File: src/rtl/hazard_ctrl_pkg.sv
// Shared definitions for the decode-stage hazard controller: flush FSM
// state encoding and a helper that sizes the flush countdown register.
package hazard_ctrl_pkg;

    localparam int HZ_STATE_W = 1;

    typedef enum logic [HZ_STATE_W-1:0] {
        HZ_RUN   = 1'b0,
        HZ_FLUSH = 1'b1
    } hz_state_e;

    // The countdown holds at most FLUSH_CYCLES-1; keep at least one bit.
    function automatic int flush_cnt_w(input int cycles);
        return (cycles < 2) ? 1 : $clog2(cycles);
    endfunction

endpackage

File: src/rtl/hazard_scoreboard.sv
// Pending-write scoreboard: one saturating-by-hazard counter per
// architectural register (x0 has none), two busy lookups for the ID source
// operands, a saturation check on the ID destination and an idle flag.
module hazard_scoreboard
    import hazard_ctrl_pkg::*;
#(
    parameter int REG_IDX_W = 5,
    parameter int CNT_W     = 2
) (
    input  logic                 clk,
    input  logic                 aresetn,
    input  logic [REG_IDX_W-1:0] rd_a,
    input  logic [REG_IDX_W-1:0] rd_b,
    input  logic [REG_IDX_W-1:0] dest,
    input  logic                 inc_en,
    input  logic                 dec_en,
    input  logic [REG_IDX_W-1:0] dec_reg,
    output logic                 busy_a,
    output logic                 busy_b,
    output logic                 dest_full,
    output logic                 idle
);
    localparam int NREG = 2 ** REG_IDX_W;

    logic [CNT_W-1:0] cnt_reg  [1:NREG-1];
    logic [CNT_W-1:0] cnt_next [1:NREG-1];
    logic [NREG-1:0]  nonzero;
    logic [NREG-1:0]  saturated;

    // x0 is hard-wired: never busy, never full.
    assign nonzero[0]   = 1'b0;
    assign saturated[0] = 1'b0;

    generate
        for (genvar gi = 1; gi < NREG; gi++) begin : g_reg
            logic inc_hit;
            logic dec_hit;
            assign inc_hit = inc_en && (dest == REG_IDX_W'(gi));
            assign dec_hit = dec_en && (dec_reg == REG_IDX_W'(gi));
            // Simultaneous issue and retirement on one register cancel out;
            // a retirement against an empty counter is dropped.
            assign cnt_next[gi] = (inc_hit && !dec_hit) ? cnt_reg[gi] + CNT_W'(1) :
                                  (dec_hit && !inc_hit && nonzero[gi]) ? cnt_reg[gi] - CNT_W'(1) :
                                  cnt_reg[gi];
            assign nonzero[gi]   = |cnt_reg[gi];
            assign saturated[gi] = &cnt_reg[gi];
        end
    endgenerate

    // Counter array update; reset empties every pending write.
    always_ff @(posedge clk or negedge aresetn) begin
        if (!aresetn) begin
            cnt_reg <= '{default: '0};
        end else begin
            for (int r = 1; r < NREG; r++) begin
                cnt_reg[r] <= cnt_next[r];
            end
        end
    end

    assign busy_a    = nonzero[rd_a];
    assign busy_b    = nonzero[rd_b];
    assign dest_full = saturated[dest];
    assign idle      = ~|nonzero;

    // A write-back retiring a register with nothing pending is a protocol error.
    a_no_underflow: assert property (@(posedge clk) disable iff (!aresetn)
        (dec_en && (dec_reg != '0)) |-> nonzero[dec_reg]);

endmodule

File: src/rtl/hazard_ctrl.sv
// Decode-stage sequencing controller: combines scoreboard RAW/saturation
// hazards, branch flush and memory back-pressure into the stall/clear
// controls of the IF/ID and ID/EX pipeline registers.
module hazard_ctrl
    import hazard_ctrl_pkg::*;
#(
    parameter int REG_IDX_W    = 5,
    parameter int CNT_W        = 2,
    parameter int FLUSH_CYCLES = 1
) (
    input  logic                 clk,
    input  logic                 aresetn,
    input  logic                 i_id_valid,
    input  logic [REG_IDX_W-1:0] i_id_reg_a,
    input  logic [REG_IDX_W-1:0] i_id_reg_b,
    input  logic                 i_id_reg_a_used,
    input  logic                 i_id_reg_b_used,
    input  logic                 i_id_dest_en,
    input  logic [REG_IDX_W-1:0] i_id_dest_reg,
    input  logic                 i_wb_dest_en,
    input  logic [REG_IDX_W-1:0] i_wb_dest_reg,
    input  logic                 i_branch_taken,
    input  logic                 i_ext_stall,
    output logic                 o_if_stall,
    output logic                 o_id_stall,
    output logic                 o_if_clr,
    output logic                 o_id_clr,
    output logic                 o_idle
);
    localparam int FLUSH_W = flush_cnt_w(FLUSH_CYCLES);

    hz_state_e          state_reg, state_next;
    logic [FLUSH_W-1:0] flush_cnt_reg, flush_cnt_next;

    logic busy_a, busy_b, dest_full;
    logic hazard, issue, flushing;

    hazard_scoreboard #(
        .REG_IDX_W (REG_IDX_W),
        .CNT_W     (CNT_W)
    ) u_scoreboard (
        .clk       (clk),
        .aresetn   (aresetn),
        .rd_a      (i_id_reg_a),
        .rd_b      (i_id_reg_b),
        .dest      (i_id_dest_reg),
        .inc_en    (issue && i_id_dest_en),
        .dec_en    (i_wb_dest_en),
        .dec_reg   (i_wb_dest_reg),
        .busy_a    (busy_a),
        .busy_b    (busy_b),
        .dest_full (dest_full),
        .idle      (o_idle)
    );

    // Registered counter values only: a same-cycle write-back does not
    // release a waiting reader because the register file has no bypass.
    assign hazard = i_id_valid & ((i_id_reg_a_used & busy_a) |
                                  (i_id_reg_b_used & busy_b) |
                                  (i_id_dest_en & dest_full));
    assign issue    = i_id_valid & ~hazard & ~i_ext_stall & (state_reg == HZ_RUN) & ~i_branch_taken;
    assign flushing = i_branch_taken | (state_reg == HZ_FLUSH);

    // Flush FSM state register.
    always_ff @(posedge clk or negedge aresetn) begin
        if (!aresetn) begin
            state_reg     <= HZ_RUN;
            flush_cnt_reg <= '0;
        end else begin
            state_reg     <= state_next;
            flush_cnt_reg <= flush_cnt_next;
        end
    end

    // Flush FSM next state: a taken branch (re)loads the countdown.
    always_comb begin
        state_next     = state_reg;
        flush_cnt_next = flush_cnt_reg;
        if (i_branch_taken) begin
            if (FLUSH_CYCLES > 1) begin
                state_next     = HZ_FLUSH;
                flush_cnt_next = FLUSH_W'(FLUSH_CYCLES - 1);
            end
        end else if (state_reg == HZ_FLUSH) begin
            flush_cnt_next = flush_cnt_reg - FLUSH_W'(1);
            if (flush_cnt_reg == FLUSH_W'(1)) begin
                state_next = HZ_RUN;
            end
        end
    end

    // Pipeline controls: flush beats back-pressure beats hazard; clear beats stall.
    always_comb begin
        o_if_clr   = flushing;
        o_id_clr   = flushing | (hazard & ~i_ext_stall);
        o_if_stall = ~flushing & (hazard | i_ext_stall);
        o_id_stall = i_ext_stall & ~(flushing | (hazard & ~i_ext_stall));
        if (!aresetn) begin
            o_if_clr   = 1'b1;
            o_id_clr   = 1'b1;
            o_if_stall = 1'b0;
            o_id_stall = 1'b0;
        end
    end

endmodule

File: config.mk
export PLATFORM = sky130hd
export DESIGN_NAME = hazard_ctrl
export DESIGN_NICKNAME = d
export VERILOG_FILES = /design/src/rtl/hazard_ctrl_pkg.sv /design/src/rtl/hazard_scoreboard.sv /design/src/rtl/hazard_ctrl.sv
export SDC_FILE = /design/constraint.sdc
export NUM_CORES = 1
export LEC_CHECK = 0
export ABC_AREA = 0
export BUFFER_PORTS_ARGS = -buffer_cell sky130_fd_sc_hd__clkbuf_2
export CAP_MARGIN = 10
export CORE_ASPECT_RATIO = 1.2
export CORE_UTILIZATION = 58
export CTS_CLUSTER_DIAMETER = 30
export CTS_CLUSTER_SIZE = 40
export DETAILED_ROUTE_END_ITERATION = 8
export PLACE_DENSITY = 0.77
export SKIP_LAST_GASP = 1
export SLEW_MARGIN = 20
export SYNTH_ARGS = -nofsm -noshare
export SYNTH_HDL_FRONTEND = slang
export SYNTH_SLANG_ARGS = --single-unit
File: constraint.sdc
create_clock -name clk -period 6.3 [get_ports clk]
set_clock_uncertainty 0.1 [all_clocks]
set_input_delay 0.315 -clock clk [delete_from_list [all_inputs] [get_ports clk]]
set_output_delay 0.315 -clock clk [all_outputs]
set_load 0.05 [all_outputs]
==> flow_metrics.env <==
export IMPL_place_congestion=0.975
export IMPL_die_width_um=92.4
export IMPL_status="finished, final reports clean"
export IMPL_fillers=844
export IMPL_setup_viol=0
export IMPL_cp_required_ns=5.88
export IMPL_ant_nets=0
export IMPL_cts_tree="done"
export IMPL_startpoint="u_scoreboard.cnt_reg[0]"
export IMPL_p_per_area_nw_per_um2=207
export IMPL_start_kind="flop"
export IMPL_fin_util_pct=63.9
export IMPL_antenna_found_initial=0
export IMPL_drc=0
export IMPL_row_count=39
export IMPL_placed_cells=840
export IMPL_drtPass1Iterations=5
export IMPL_vias=6073
export IMPL_cts_sinks=64
export IMPL_endpoint_kind="output port"
export IMPL_arrival_ns=3.41
export IMPL_maxCapViolCount=0
export IMPL_drtIter0Drc=809
export IMPL_cts_root_buffer="clkbuf_16"
export IMPL_min_path_type="primary input to flop"
export IMPL_wl_per_cell_um=22.3
export IMPL_seq_area_frac_synth_pct=28.2
export IMPL_fin_area_um2=6080
export IMPL_syn_mean_instance_area_um2=7.86
export IMPL_overflow=0
export IMPL_cts_setup_buffers=0
export IMPL_grt_pass1_wl_um=30300
export IMPL_multiInputGateArea_um2=3770
export IMPL_worst_pin_slew_ns=0.983
export IMPL_synth_cell_types=71
export IMPL_ctsLongestPathBuffers=2
export IMPL_insertion_delay_ns=0.33
export IMPL_layout_drive_gt1_share_pct=11.8
export IMPL_synth_cells=723
export IMPL_num_io_pins=34
export IMPL_post_route_period_util_pct=60.7
export IMPL_finalWorstPathRequiredPeriod_ns=3.82
export IMPL_post_cts_resized=0
export IMPL_tns_ns=0
export IMPL_slew_headroom_pct=34.3
export IMPL_critical_path_class="flop to output port"
export IMPL_htree_num_levels=3
export IMPL_path_max_fanout=18
export IMPL_place_area_um2=5800
export IMPL_design_die_area_um2=10200
export IMPL_grt_max_degree=65
export IMPL_syn_area_um2=5690
export IMPL_grt_pass1_vias=5752
export IMPL_final_max_slew_violation_count=0
export IMPL_syn_to_final_growth_pct=6.93
export IMPL_hp_start="i_branch_taken"
export IMPL_grt_usage_pct=38.4
export IMPL_ff_latch_area_um2=1600
export IMPL_synth_nets=752
export IMPL_fmax_mhz=262
export IMPL_ir_worst_vdd_mv=0.154
export IMPL_hpwl_um=14000
export IMPL_routed_wl_um=19100
export IMPL_synthFlopType="dfrtp_1"
export IMPL_clk_pin_slew_ns=0.05
export IMPL_p_leak_nw=2.37
export IMPL_die_height_um=110
export IMPL_largest_reg_flops=62
export IMPL_rsz0062_at_grt="false"
export IMPL_port_buffers=33
export IMPL_yosysWarnings=0
export IMPL_timing_rr_start="u_scoreboard.cnt_reg[33]"
export IMPL_avgViaCountPerCell=7.11
export IMPL_synthArstFlopShare_pct=100
export IMPL_hold_buffers=0
export IMPL_nets=757
export IMPL_antenna_cells=0
export IMPL_synth_seq_cells=64
export IMPL_start_util_pct=59.8
export IMPL_final_cells=854
export IMPL_hold_viol_final=0
export IMPL_cts_buffers=9
export IMPL_synth_edf_count=0
export IMPL_core_um2=9520
-- report_power, final --
| group | leakage [nW] | total (W) | switching, W | internal, W |
|---|---|---|---|---|
| combinational | 1.42 | 0.000276 | 0.000178 | 0.0000974 |
| clock | 0.134 | 0.000484 | 0.000183 | 0.000300 |
| sequential | 0.813 | 0.000498 | 0.0000524 | 0.000446 |
| total | 2.37 | 0.00126 | 0.000414 | 0.000844 |
-- path summary, 6_finish.rpt --
check | end | slack, ns | cells after the start
max | o_if_stall | 2.48 | 9
min | state_reg | 0.15 | 3
max reg2reg | u_scoreboard.cnt_reg[43] | 2.59 | 8
min reg2reg | flush_cnt_reg | 0.37 | 1
max in group asynchronous | u_scoreboard.cnt_reg[9] | 5.38 | 2
min in group asynchronous | u_scoreboard.cnt_reg[27] | 0.17 | 2
-- cell usage after synthesis (all sizes together), types with 14 or more instances --
| cell | count | share of area (%) |
|---|---|---|
| buf | 21 | 2.7 |
| nand2 | 77 | 5.1 |
| nor2 | 94 | 6.2 |
| a21oi | 27 | 2.4 |
| o21ai | 43 | 3.8 |
| dfrtp | 64 | 28 |
| nand3 | 44 | 3.9 |
| nand4 | 14 | 1.5 |
| nor3 | 24 | 2.3 |
| xnor2 | 16 | 2.5 |
| nor4 | 20 | 2.2 |
| clkbuf | 22 | 1.5 |
| inv | 23 | 1.5 |
-- stage by stage --
stage / setup slack [ns] / hold slack [ns] / power, W
finish: 2.48 / 0.153 / 0.00126
global route: 2.40 / 0.164 / 0.00130
CTS: 2.59 / 0.148 / 0.00125
detailed placement: 2.44 / 0.362 / 0.000770
global placement: 2.58 / 0.357 / 0.000763
floorplan: 2.96 / -0.0806 / 0.000679
-- per-layer routing --
| metal | global-route usage, % | vias to the layer above | wire length [um] |
|---|---|---|---|
| li1 | - | 2737 | - |
| met1 | 48.5 | 2864 | 7250 |
| met2 | 60.6 | 402 | 8800 |
| met3 | 8.20 | 70 | 1970 |
| met4 | 21.3 | 0 | 1040 |
| met5 | 0 | - | 0 |
-- cell usage in the layout (no fill, tap or decap), drive strengths merged, types with 14 or more instances in the layout --
master | synthesis | routed
inv | 23 | 23
nor4 | 20 | 20
nor2 | 94 | 94
nor3 | 24 | 24
dfrtp | 64 | 64
clkbuf | 22 | 42
nand3 | 44 | 44
nand2 | 77 | 77
xnor2 | 16 | 16
nand4 | 14 | 14
a21oi | 27 | 27
o21ai | 43 | 43
-- logic make-up after synthesis --
family	after synthesis	synth area share (%)
xor+xnor	16	2.46
flops	64	28.2
simple gates	359	32.4
buf+inv	66	5.63
compound gates	190	23.7
mux	28	7.61
-- critical path, cell delays in order (launching register included) --
cell and delay [ns]:
dfrtp_1 0.44, nor2_1 0.39, mux4_2 0.33, o21ai_0 0.07
o211ai_1 0.29, o211a_1 0.63, nand2b_1 0.31, o21ai_0 0.27
a21oi_1 0.10, clkbuf_2 0.24
-- cell type report --
cell class                      instances  share of cell area, %
Inverter                               23                   1.42
Clock buffer                           10                   3.77
Sequential cell                        64                   26.3
Tap cell                              123                   2.53
Multi-Input combinational cell        593                   61.9
Clock inverter                          4                  0.782
Timing Repair Buffer                   37                   3.21
(Power assumes the default switching activity.)
